### src/rtl/fp_pkg.sv
// rtl/fp_pkg.sv - shared constants, format helpers, FSM states and flag indices for fp_mul_iter
package fp_pkg;

  typedef enum logic [1:0] {
    S_IDLE = 2'd0,
    S_MUL  = 2'd1,
    S_NORM = 2'd2,
    S_DONE = 2'd3
  } fp_state_e;

  localparam int FLAG_INVALID   = 3;
  localparam int FLAG_OVERFLOW  = 2;
  localparam int FLAG_UNDERFLOW = 1;
  localparam int FLAG_INEXACT   = 0;

  function automatic int fp_m(input int n);
    return (n == 64) ? 52 : 23;
  endfunction

  function automatic int fp_e(input int n);
    return (n == 64) ? 11 : 8;
  endfunction

  function automatic int fp_bias(input int n);
    return (n == 64) ? 1023 : 127;
  endfunction

  // Encodings are returned 64 bits wide; callers size-cast to their own width.
  function automatic logic [63:0] fp_nan(input int n);
    if (n == 64) return 64'h7FFF_FFFF_FFFF_FFFF;
    return 64'h0000_0000_7FFF_FFFF;
  endfunction

  function automatic logic [63:0] fp_inf(input int n, input logic s);
    if (n == 64) return {s, 11'h7FF, 52'h0};
    return {32'h0, s, 8'hFF, 23'h0};
  endfunction

  function automatic logic [63:0] fp_zero(input int n, input logic s);
    if (n == 64) return {s, 63'h0};
    return {32'h0, s, 31'h0};
  endfunction

endpackage

### src/rtl/fp_mant_mul_iter.sv
// rtl/fp_mant_mul_iter.sv - shift-add significand multiplier consuming R multiplier bits per cycle
module fp_mant_mul_iter #(
  parameter int MW = 24,
  parameter int R  = 1
) (
  input  logic            clk,
  input  logic            rst,
  input  logic            start,
  input  logic [MW-1:0]   a,
  input  logic [MW-1:0]   b,
  output logic            done,
  output logic [2*MW-1:0] product
);

  localparam int ITER = (MW + R - 1) / R;
  localparam int PW   = 2 * MW;
  localparam int CW   = $clog2(ITER + 1);
  localparam logic [CW-1:0] LAST = CW'(ITER - 1);

  logic [PW-1:0] mcand_q;
  logic [MW-1:0] mplier_q;
  logic [PW-1:0] acc_q;
  logic [CW-1:0] cnt_q;
  logic          busy_q;
  logic [PW-1:0] partial;

  // Partial product of the low R multiplier bits against the shifted multiplicand.
  always_comb begin
    partial = '0;
    for (int j = 0; j < R; j++) begin
      if (mplier_q[j]) partial = partial + (mcand_q << j);
    end
  end

  // Load on start, then accumulate one R-bit digit per cycle for ITER cycles.
  always_ff @(posedge clk or posedge rst) begin
    if (rst) begin
      mcand_q  <= '0;
      mplier_q <= '0;
      acc_q    <= '0;
      cnt_q    <= '0;
      busy_q   <= 1'b0;
    end else if (start) begin
      mcand_q  <= {{MW{1'b0}}, a};
      mplier_q <= b;
      acc_q    <= '0;
      cnt_q    <= '0;
      busy_q   <= 1'b1;
    end else if (busy_q) begin
      acc_q    <= acc_q + partial;
      mcand_q  <= mcand_q << R;
      mplier_q <= mplier_q >> R;
      cnt_q    <= cnt_q + 1'b1;
      if (cnt_q == LAST) busy_q <= 1'b0;
    end
  end

  // done is high during the final accumulation cycle so the caller can step on the same edge.
  assign done    = busy_q && (cnt_q == LAST);
  assign product = acc_q;

endmodule

### src/rtl/fp_mul_iter.sv
// rtl/fp_mul_iter.sv - iterative IEEE-754 multiplier; FP_MUL_ROUND_EN selects round-to-nearest-even, else truncation
module fp_mul_iter
  import fp_pkg::*;
#(
  parameter int N = 32,
  parameter int R = 1
) (
  input  logic         clk,
  input  logic         rst,
  input  logic         in_valid,
  output logic         in_ready,
  input  logic [N-1:0] A,
  input  logic [N-1:0] B,
  output logic         out_valid,
  input  logic         out_ready,
  output logic [N-1:0] Result,
  output logic [3:0]   flags
);

  localparam int M    = fp_m(N);
  localparam int E    = fp_e(N);
  localparam int BIAS = fp_bias(N);
  localparam int MW   = M + 1;
  localparam int PW   = 2 * MW;
  localparam logic signed [E+1:0] BIAS_X  = (E+2)'(BIAS);
  localparam logic signed [E+1:0] EXP_MAX = (E+2)'((1 << E) - 1);

  fp_state_e state_q, state_d;
  logic [N-1:0] result_q, result_d;
  logic [3:0]   flags_q, flags_d;
  logic         sign_q;
  logic [E-1:0] ea_q, eb_q;

  logic         sa, sb;
  logic [E-1:0] ea, eb;
  logic [M-1:0] ma, mb;
  logic         a_zero, a_inf, a_nan, b_zero, b_inf, b_nan;
  logic         special, accept, start, mul_done;
  logic [PW-1:0] prod;

  assign {sa, ea, ma} = A;
  assign {sb, eb, mb} = B;
  assign a_zero  = (ea == '0);
  assign b_zero  = (eb == '0);
  assign a_inf   = (&ea) && (ma == '0);
  assign b_inf   = (&eb) && (mb == '0);
  assign a_nan   = (&ea) && (ma != '0);
  assign b_nan   = (&eb) && (mb != '0);
  assign special = a_zero | a_inf | a_nan | b_zero | b_inf | b_nan;
  assign accept  = in_valid && in_ready;
  assign start   = accept && !special;

  fp_mant_mul_iter #(.MW(MW), .R(R)) u_mant (
    .clk     (clk),
    .rst     (rst),
    .start   (start),
    .a       ({1'b1, ma}),
    .b       ({1'b1, mb}),
    .done    (mul_done),
    .product (prod)
  );

  logic [N-1:0] spec_res;
  logic [3:0]   spec_flags;

  // Special operands resolve straight from the inputs: NaN first, then Inf, then zero.
  always_comb begin
    spec_res   = '0;
    spec_flags = '0;
    if (a_nan || b_nan || (a_zero && b_inf) || (a_inf && b_zero)) begin
      spec_res = N'(fp_nan(N));
      spec_flags[FLAG_INVALID] = 1'b1;
    end else if (a_inf || b_inf) begin
      spec_res = N'(fp_inf(N, sa ^ sb));
    end else begin
      spec_res = N'(fp_zero(N, sa ^ sb));
    end
  end

  logic [PW-2:0]         norm;
  logic [M-1:0]          frac, frac_r;
  logic                  guard, sticky, round_up, carry;
  logic signed [E+1:0]   exp_raw, exp_fin;
  logic [N-1:0]          norm_res;
  logic [3:0]            norm_flags;

  // Normalise the product, round, and range-check the exponent.
  always_comb begin
    norm   = prod[PW-1] ? prod[PW-2:0] : {prod[PW-3:0], 1'b0};
    frac   = norm[PW-2:MW];
    guard  = norm[M];
    sticky = |norm[M-1:0];
`ifdef FP_MUL_ROUND_EN
    round_up = guard & (sticky | frac[0]);
`else
    round_up = 1'b0;
`endif
    // A carry leaves frac_r all zeros, which is already the renormalised fraction.
    {carry, frac_r} = {1'b0, frac} + {{M{1'b0}}, round_up};
    exp_raw = $signed({2'b00, ea_q}) + $signed({2'b00, eb_q}) - BIAS_X
              + $signed({{(E+1){1'b0}}, prod[PW-1]});
    exp_fin = exp_raw + $signed({{(E+1){1'b0}}, carry});
    norm_flags = '0;
    if (exp_fin >= EXP_MAX) begin
      norm_res = N'(fp_inf(N, sign_q));
      norm_flags[FLAG_OVERFLOW] = 1'b1;
      norm_flags[FLAG_INEXACT]  = 1'b1;
    end else if (exp_fin[E+1] || (exp_fin == '0)) begin
      norm_res = N'(fp_zero(N, sign_q));
      norm_flags[FLAG_UNDERFLOW] = 1'b1;
      norm_flags[FLAG_INEXACT]   = 1'b1;
    end else begin
      norm_res = {sign_q, exp_fin[E-1:0], frac_r};
      norm_flags[FLAG_INEXACT] = guard | sticky;
    end
  end

  // Next-state and result register loading.
  always_comb begin
    state_d  = state_q;
    result_d = result_q;
    flags_d  = flags_q;
    case (state_q)
      S_IDLE: begin
        if (accept) begin
          if (special) begin
            state_d  = S_DONE;
            result_d = spec_res;
            flags_d  = spec_flags;
          end else begin
            state_d = S_MUL;
          end
        end
      end
      S_MUL:  if (mul_done) state_d = S_NORM;
      S_NORM: begin
        state_d  = S_DONE;
        result_d = norm_res;
        flags_d  = norm_flags;
      end
      S_DONE: if (out_ready) state_d = S_IDLE;
      default: state_d = S_IDLE;
    endcase
  end

  // State, result and captured sign/exponent registers.
  always_ff @(posedge clk or posedge rst) begin
    if (rst) begin
      state_q  <= S_IDLE;
      result_q <= '0;
      flags_q  <= '0;
      sign_q   <= 1'b0;
      ea_q     <= '0;
      eb_q     <= '0;
    end else begin
      state_q  <= state_d;
      result_q <= result_d;
      flags_q  <= flags_d;
      if (start) begin
        sign_q <= sa ^ sb;
        ea_q   <= ea;
        eb_q   <= eb;
      end
    end
  end

  assign in_ready  = (state_q == S_IDLE);
  assign out_valid = (state_q == S_DONE);
  assign Result    = result_q;
  assign flags     = flags_q;

endmodule

### config.mk
export PLATFORM = sky130hd
export DESIGN_NAME = fp_mul_iter
export DESIGN_NICKNAME = d
export VERILOG_FILES = /design/src/rtl/fp_pkg.sv /design/src/rtl/fp_mant_mul_iter.sv /design/src/rtl/fp_mul_iter.sv
export SDC_FILE = /design/constraint.sdc
export NUM_CORES = 1
export LEC_CHECK = 0
export BUFFER_PORTS_ARGS = -buffer_cell sky130_fd_sc_hd__buf_4
export CELL_PAD_IN_SITES_DETAIL_PLACEMENT = 0
export CELL_PAD_IN_SITES_GLOBAL_PLACEMENT = 2
export CORE_AREA = 5 5 189 191
export DETAILED_ROUTE_END_ITERATION = 10
export DIE_AREA = 0 0 194 196
export GPL_ROUTABILITY_DRIVEN = 0
export GPL_TIMING_DRIVEN = 0
export PLACE_DENSITY = 0.8
export RECOVER_POWER = 25
export SLEW_MARGIN = 20
export SYNTH_ARGS = -nofsm -noshare
export SYNTH_HDL_FRONTEND = slang
export SYNTH_HIERARCHICAL = 1
export SYNTH_SLANG_ARGS = --single-unit
### constraint.sdc
create_clock -name clk -period 6 [get_ports clk]
set_input_delay 0 -clock clk [delete_from_list [all_inputs] [get_ports clk]]
set_output_delay 0 -clock clk [all_outputs]
set_load 0.05 [all_outputs]
; ---- Word level (Yosys, flattened, before mapping)
; Index checks and enable logic that the tools add are counted.
[word_totals]
ff_bits = 181
latch_bits = 0
ramBits = 0
romBits = 0
out_inout_bits = 38
elab_cells = 96
n_memories = 0
[op_classes]
n_addsub = 5
multipliers = 0
div_mod_pow = 0
order_cmp = 1
n_eq_ne = 8
n_shift = 0
mux = 34
bitwise_logic = 7
reduce_logical = 30
[ops]
columns = cell, n
row1 = 2-to-1 mux 48 bit, 5
row2 = 2-to-1 mux 32 bit, 3
row3 = 2-to-1 mux 31 bit, 3
row4 = one-hot mux 32 bit (2 select lines), 1
row5 = adder 48 bit, 1
row6 = 2-to-1 mux 24 bit, 2
row7 = 2-to-1 mux 47 bit, 1
row8 = zero test 23 bit, 2
row9 = nonzero test 23 bit, 2
row10 = OR reduction 23 bit, 1
row11 = zero test 8 bit, 2
row12 = AND reduction 8 bit, 2
row13 = adder 10 x 2 -> 10 bit, 1
row14 = "greater-or-equal comparator 10 x 9 -> 1 bit, second input constant", 1
row15 = zero test 10 bit, 1
row16 = 2-to-1 mux 5 bit, 2
row17 = "subtractor 9 x 7 -> 10 bit, second input constant", 1
row18 = adder 8 x 8 -> 9 bit, 1
row19 = logical AND 1 bit, 9
row20 = 2-to-1 mux 1 bit, 9
row21 = 2-to-1 mux 2 bit, 4
row22 = 2-to-1 mux 4 bit, 2
row23 = one-hot mux 2 bit (4 select lines), 1
row24 = one-hot mux 4 bit (2 select lines), 1
row25 = other kinds (13), 27

; ---- Logic depth before layout (Yosys ltp)
[logic_depth]
depth_word = 10
depth_mapped = 15
depth_no_buf = 12

; ---- By module
; Netlist, hierarchy kept.
[modules_own_cells]
columns = module, n_inst, cells_each, area_each_um2, seq_area_each_um2
row1 = fp_mant_mul_iter, 1, 908, 8284.2, 3153.0
row2 = fp_mul_iter, 1, 316, 3397.0, 1376.3

; ---- Least setup slack after synthesis
; No wires, ideal clock.
[synth_timing]
path_kind = reg-to-reg
from = register u_mant.acc_q[47], in the netlist u_mant/product[47]
to = register result_q[19], in the netlist Result[19]
setup_ns = 0.137
arrival_ns = 3.789
required_ns = 5.863
setup_slack_ns = 2.074
stages_incl_launch_ff = 16
path_buffers = 3
synth_period_minus_slack_ns = 3.926
cell_sequence = dfrtp_1 -> clkbuf_1 -> clkbuf_1 -> inv_1 -> ha_1 -> inv_1 -> ha_1 -> fa_1 -> a21oi_2 -> o21bai_2 -> xnor2_1 -> or4_4 -> o41ai_2 -> o31a_4 -> buf_12 -> a211oi_2
[synth_between]
elab_chain_cells = 6
elab_cells_between_ends = 8
classes_between = 1 x add/sub / 1 x order compare / 4 x mux / 2 x reduce/logical
[synth_rtl]
columns = element, line_no
row1 = start: declaration, fp_mant_mul_iter.sv:22  ; logic [PW-1:0] acc_q;
row2 = start signal: assignment, fp_mant_mul_iter.sv:50  ; acc_q <= acc_q + partial;
row3 = branches (longest 4 deep; another with adder 10 x 2 -> 10 bit), --
row4 = 2-to-1 mux 31 bit (*), fp_mul_iter.sv:104  ; if (exp_fin >= EXP_MAX) begin
row5 = one-hot mux 32 bit (2 select lines) (*), fp_mul_iter.sv:123  ; case (state_q)
row6 = end signal: assignment, fp_mul_iter.sv:157  ; result_q <= result_d;
row7 = end: declaration, fp_mul_iter.sv:29  ; logic [N-1:0] result_q, result_d;
; Mark *: on every way between the ends.
; A chain may end at the register's enable or synchronous reset.

; ---- Worst setup path in the final report
; Same ends and word-level chain as after synthesis.

==> flow_metrics.tcl <==
set metrics [dict create \
    status "finished with violations" \
    violations "max-capacitance violations, max-slew violations" \
    hold_viol 0 \
    worstSetupStartpoint "u_mant/product[47]" \
    antenna_cells 0 \
    final_cell_mix "dfrtp_1, nor2_1, mux2i_1" \
    syn_inst 1224 \
    cts_tree "yes" \
    io_pins 106 \
    place_hpwl_microns 25200 \
    die_w_microns 194 \
    drive_gt1_frac 0.147 \
    drt_first_iter_violations 509 \
    start_util 0.344 \
    slew_headroom -0.696 \
    htree_levels 4 \
    cap_violations 3 \
    reg2reg_from "u_mant/product[47]" \
    grt_max_degree 89 \
    yosysSeqAreaShare 0.388 \
    antenna_left 0 \
    vias 9652 \
    clock_latency_ns 0.44 \
    cp_cell_sequence "clkbuf_1 > clkbuf_1 > inv_1 > ha_1 > inv_1 > ha_1 > fa_1 > a21oi_2 > o21bai_2 > xnor2_1 > or4_4 > o41ai_2 > o31a_4 > buf_12 > a211oi_2" \
    clock_sinks 181 \
    worstPathArrival_ns 5.08 \
    clock_path_buffers 2 \
    rr_worst_depth 15 \
    setup_slack_ns 1.21 \
    die-area_sq_um 38000 \
    critPathMaxFanout 10 \
    ys.flop_type "dfrtp_1" \
    syn_avg_cell_area_sq_um 9.54 \
    peakVddDrop_v 0.000181 \
    cts_resized 0 \
    max_freq_ghz 0.209 \
    drc 0 \
    clk_pin_slew_worst_paths_ns 0.07 \
    worst_pin_slew_ns 2.54 \
    row_count 68 \
    antenna_found_initial 0 \
    dr.pass1.iters 5 \
    period_share 0.798 \
    hold_path_class "primary input to flip-flop" \
    grt_pass1_vias 9753 \
    report.final.slew_viol_count 175 \
    cp-end-kind "flip-flop" \
    overflow 0 \
    setup_violations 0 \
    ctsHoldBuffers 63 \
    cts_buffers 17 \
    synth_edf_count 0 \
    root_buffer "clkbuf_16" \
    syn_to_final_growth_pct 22.6 \
    cp.required_ns 6.29 \
    ys.warnings.count 6 \
    netlist_area_sq_um 11700 \
    cpPeakStageDelay_ns 0.73 \
    r2r_end "Result[19]" \
    avgViaCountPerCell 5.13 \
    critPathKind "flip-flop to flip-flop" \
    place_area_sq_um 13100 \
    final_cell_area_sq_um 14300 \
    crit_end "Result[19]" \
    min_period_ns 4.79 \
    power_uw 2550 \
    ys_seq_elements 181 \
    dp_slack_ns 1.12 \
    cellLeakagePower_uw 0.00519 \
    post_drt_wl_per_cell_microns 17.5 \
    grt_first_pass_wirelength_microns 53600 \
    rsz0062_at_grt "no" \
    crit_slowest_cell "clkbuf_1" \
    power_density_nw_per_um2 178 \
    skew_ns 0.0147 \
    grt_use_total 0.172 \
    postCtsSetupBuffers 0 \
    nets 1552 \
    port_buffers 105 \
    layout_commonest_cell "dfrtp_1" \
    ys_types 79 \
    drt_wl_total_microns 32900 \
    die_y_microns 196 \
    rrSetupSlack_ns 1.21 \
    synth-async-reset-ratio 1.00 \
    core_sq_um 33900 \
    fin_setup_tns_ns 0 \
    cp-start-kind "flip-flop" \
]
[logic make-up (layout without fill, tap and decap cells)]
group	Yosys count	in the layout	share of synthesized area
AND/OR/NAND/NOR	396	396	0.165
AO/OA/AOI/OAI	291	291	0.179
buffers and inverters	98	300	0.0349
XOR/XNOR	51	51	0.0382
other	1	2	0.000321
adder cells (fa/ha/maj)	70	70	0.0763
multiplexers	136	136	0.118
flip-flops	181	181	0.388
[critical path: cells and delay by family (launching register included)]
family,cells,cell delay [ns]
buf+inv,5,1.56
fa+ha+maj,3,1.02
compound gates,5,1.00
simple gates,1,0.53
flops,1,0.37
xor+xnor,1,0.17
[layer usage]
metal	vias to the layer above	track usage	routed length [microns]
met5	-	0	0
met2	161	0.289	15700
met1	4670	0.240	16000
met4	0	0.0318	318
li1	4802	-	-
met3	19	0.0232	900
[registers in the layout (all words and copies together) (netlist names)]
name and flops:
ea_q 8, u_mant/busy_q 1, Result 32, u_mant/cnt_q 5, u_mant/mplier_q 24, sign_q 1, eb_q 8, u_mant/product 48
state_q 2, u_mant/mcand_q 48, flags 4
[through the flow]
stage / hold slack [ns] / cells / utilization
after CTS: 0.0204 / 1882 / 0.423
after global routing: 0.0374 / 1882 / 0.422
after floorplan: 0.121 / 1225 / -
final: 0.0354 / 1882 / 0.422
after detailed placement: -0.0427 / 1787 / 0.386
after global placement: 0.224 / 1785 / 0.384
[worst min path at each step]
stage / start / endpoint / slack [ns] / cells past startpoint
2_1_floorplan: A[0] / u_mant/mcand_q[0] / 0.12 / 2
3_3_place_gp: A[16] / u_mant/mcand_q[16] / 0.22 / 3
3_5_place_dp: rst / flags[3] / -0.04 / 2
4_1_cts: out_ready / state_q[1] / 0.02 / 4
5_1_grt: A[31] / sign_q / 0.04 / 3
6_report: out_ready / state_q[1] / 0.04 / 4
[cells in the mapped netlist, drive strengths merged, types with 11 or more instances]
library cell / n / share of area
a211oi: 33 / 0.030
a21o: 26 / 0.017
a21oi: 67 / 0.030
a31oi: 11 / 0.0059
and2: 51 / 0.027
buf: 18 / 0.0092
clkbuf: 51 / 0.016
dfrtp: 181 / 0.39
ha: 68 / 0.073
inv: 29 / 0.0093
mux2: 17 / 0.016
mux2i: 119 / 0.10
nand2: 100 / 0.032
nand2b: 14 / 0.0075
nand3: 15 / 0.0064
nand4: 23 / 0.012
nor2: 128 / 0.041
nor4: 18 / 0.010
o21ai: 78 / 0.034
xnor2: 28 / 0.021
xor2: 23 / 0.017
[power breakdown]
group	total (uW)	internal (uW)	switching, uW
registers	1220	1220	0
logic	105	56.9	48.6
clock network	1220	679	546
[cell type report]
| cell class | count | area [sq um] |
|---|---|---|
| buffer | 69 | 299 |
| clock buffer | 18 | 429 |
| clock inverter | 14 | 208 |
| fill | 3374 | 19600 |
| inverter | 29 | 111 |
| multi-input combinational | 946 | 6750 |
| sequential | 181 | 4530 |
| tap | 455 | 569 |
| timing repair buffer | 170 | 1420 |
(Power assumes the default switching activity.)
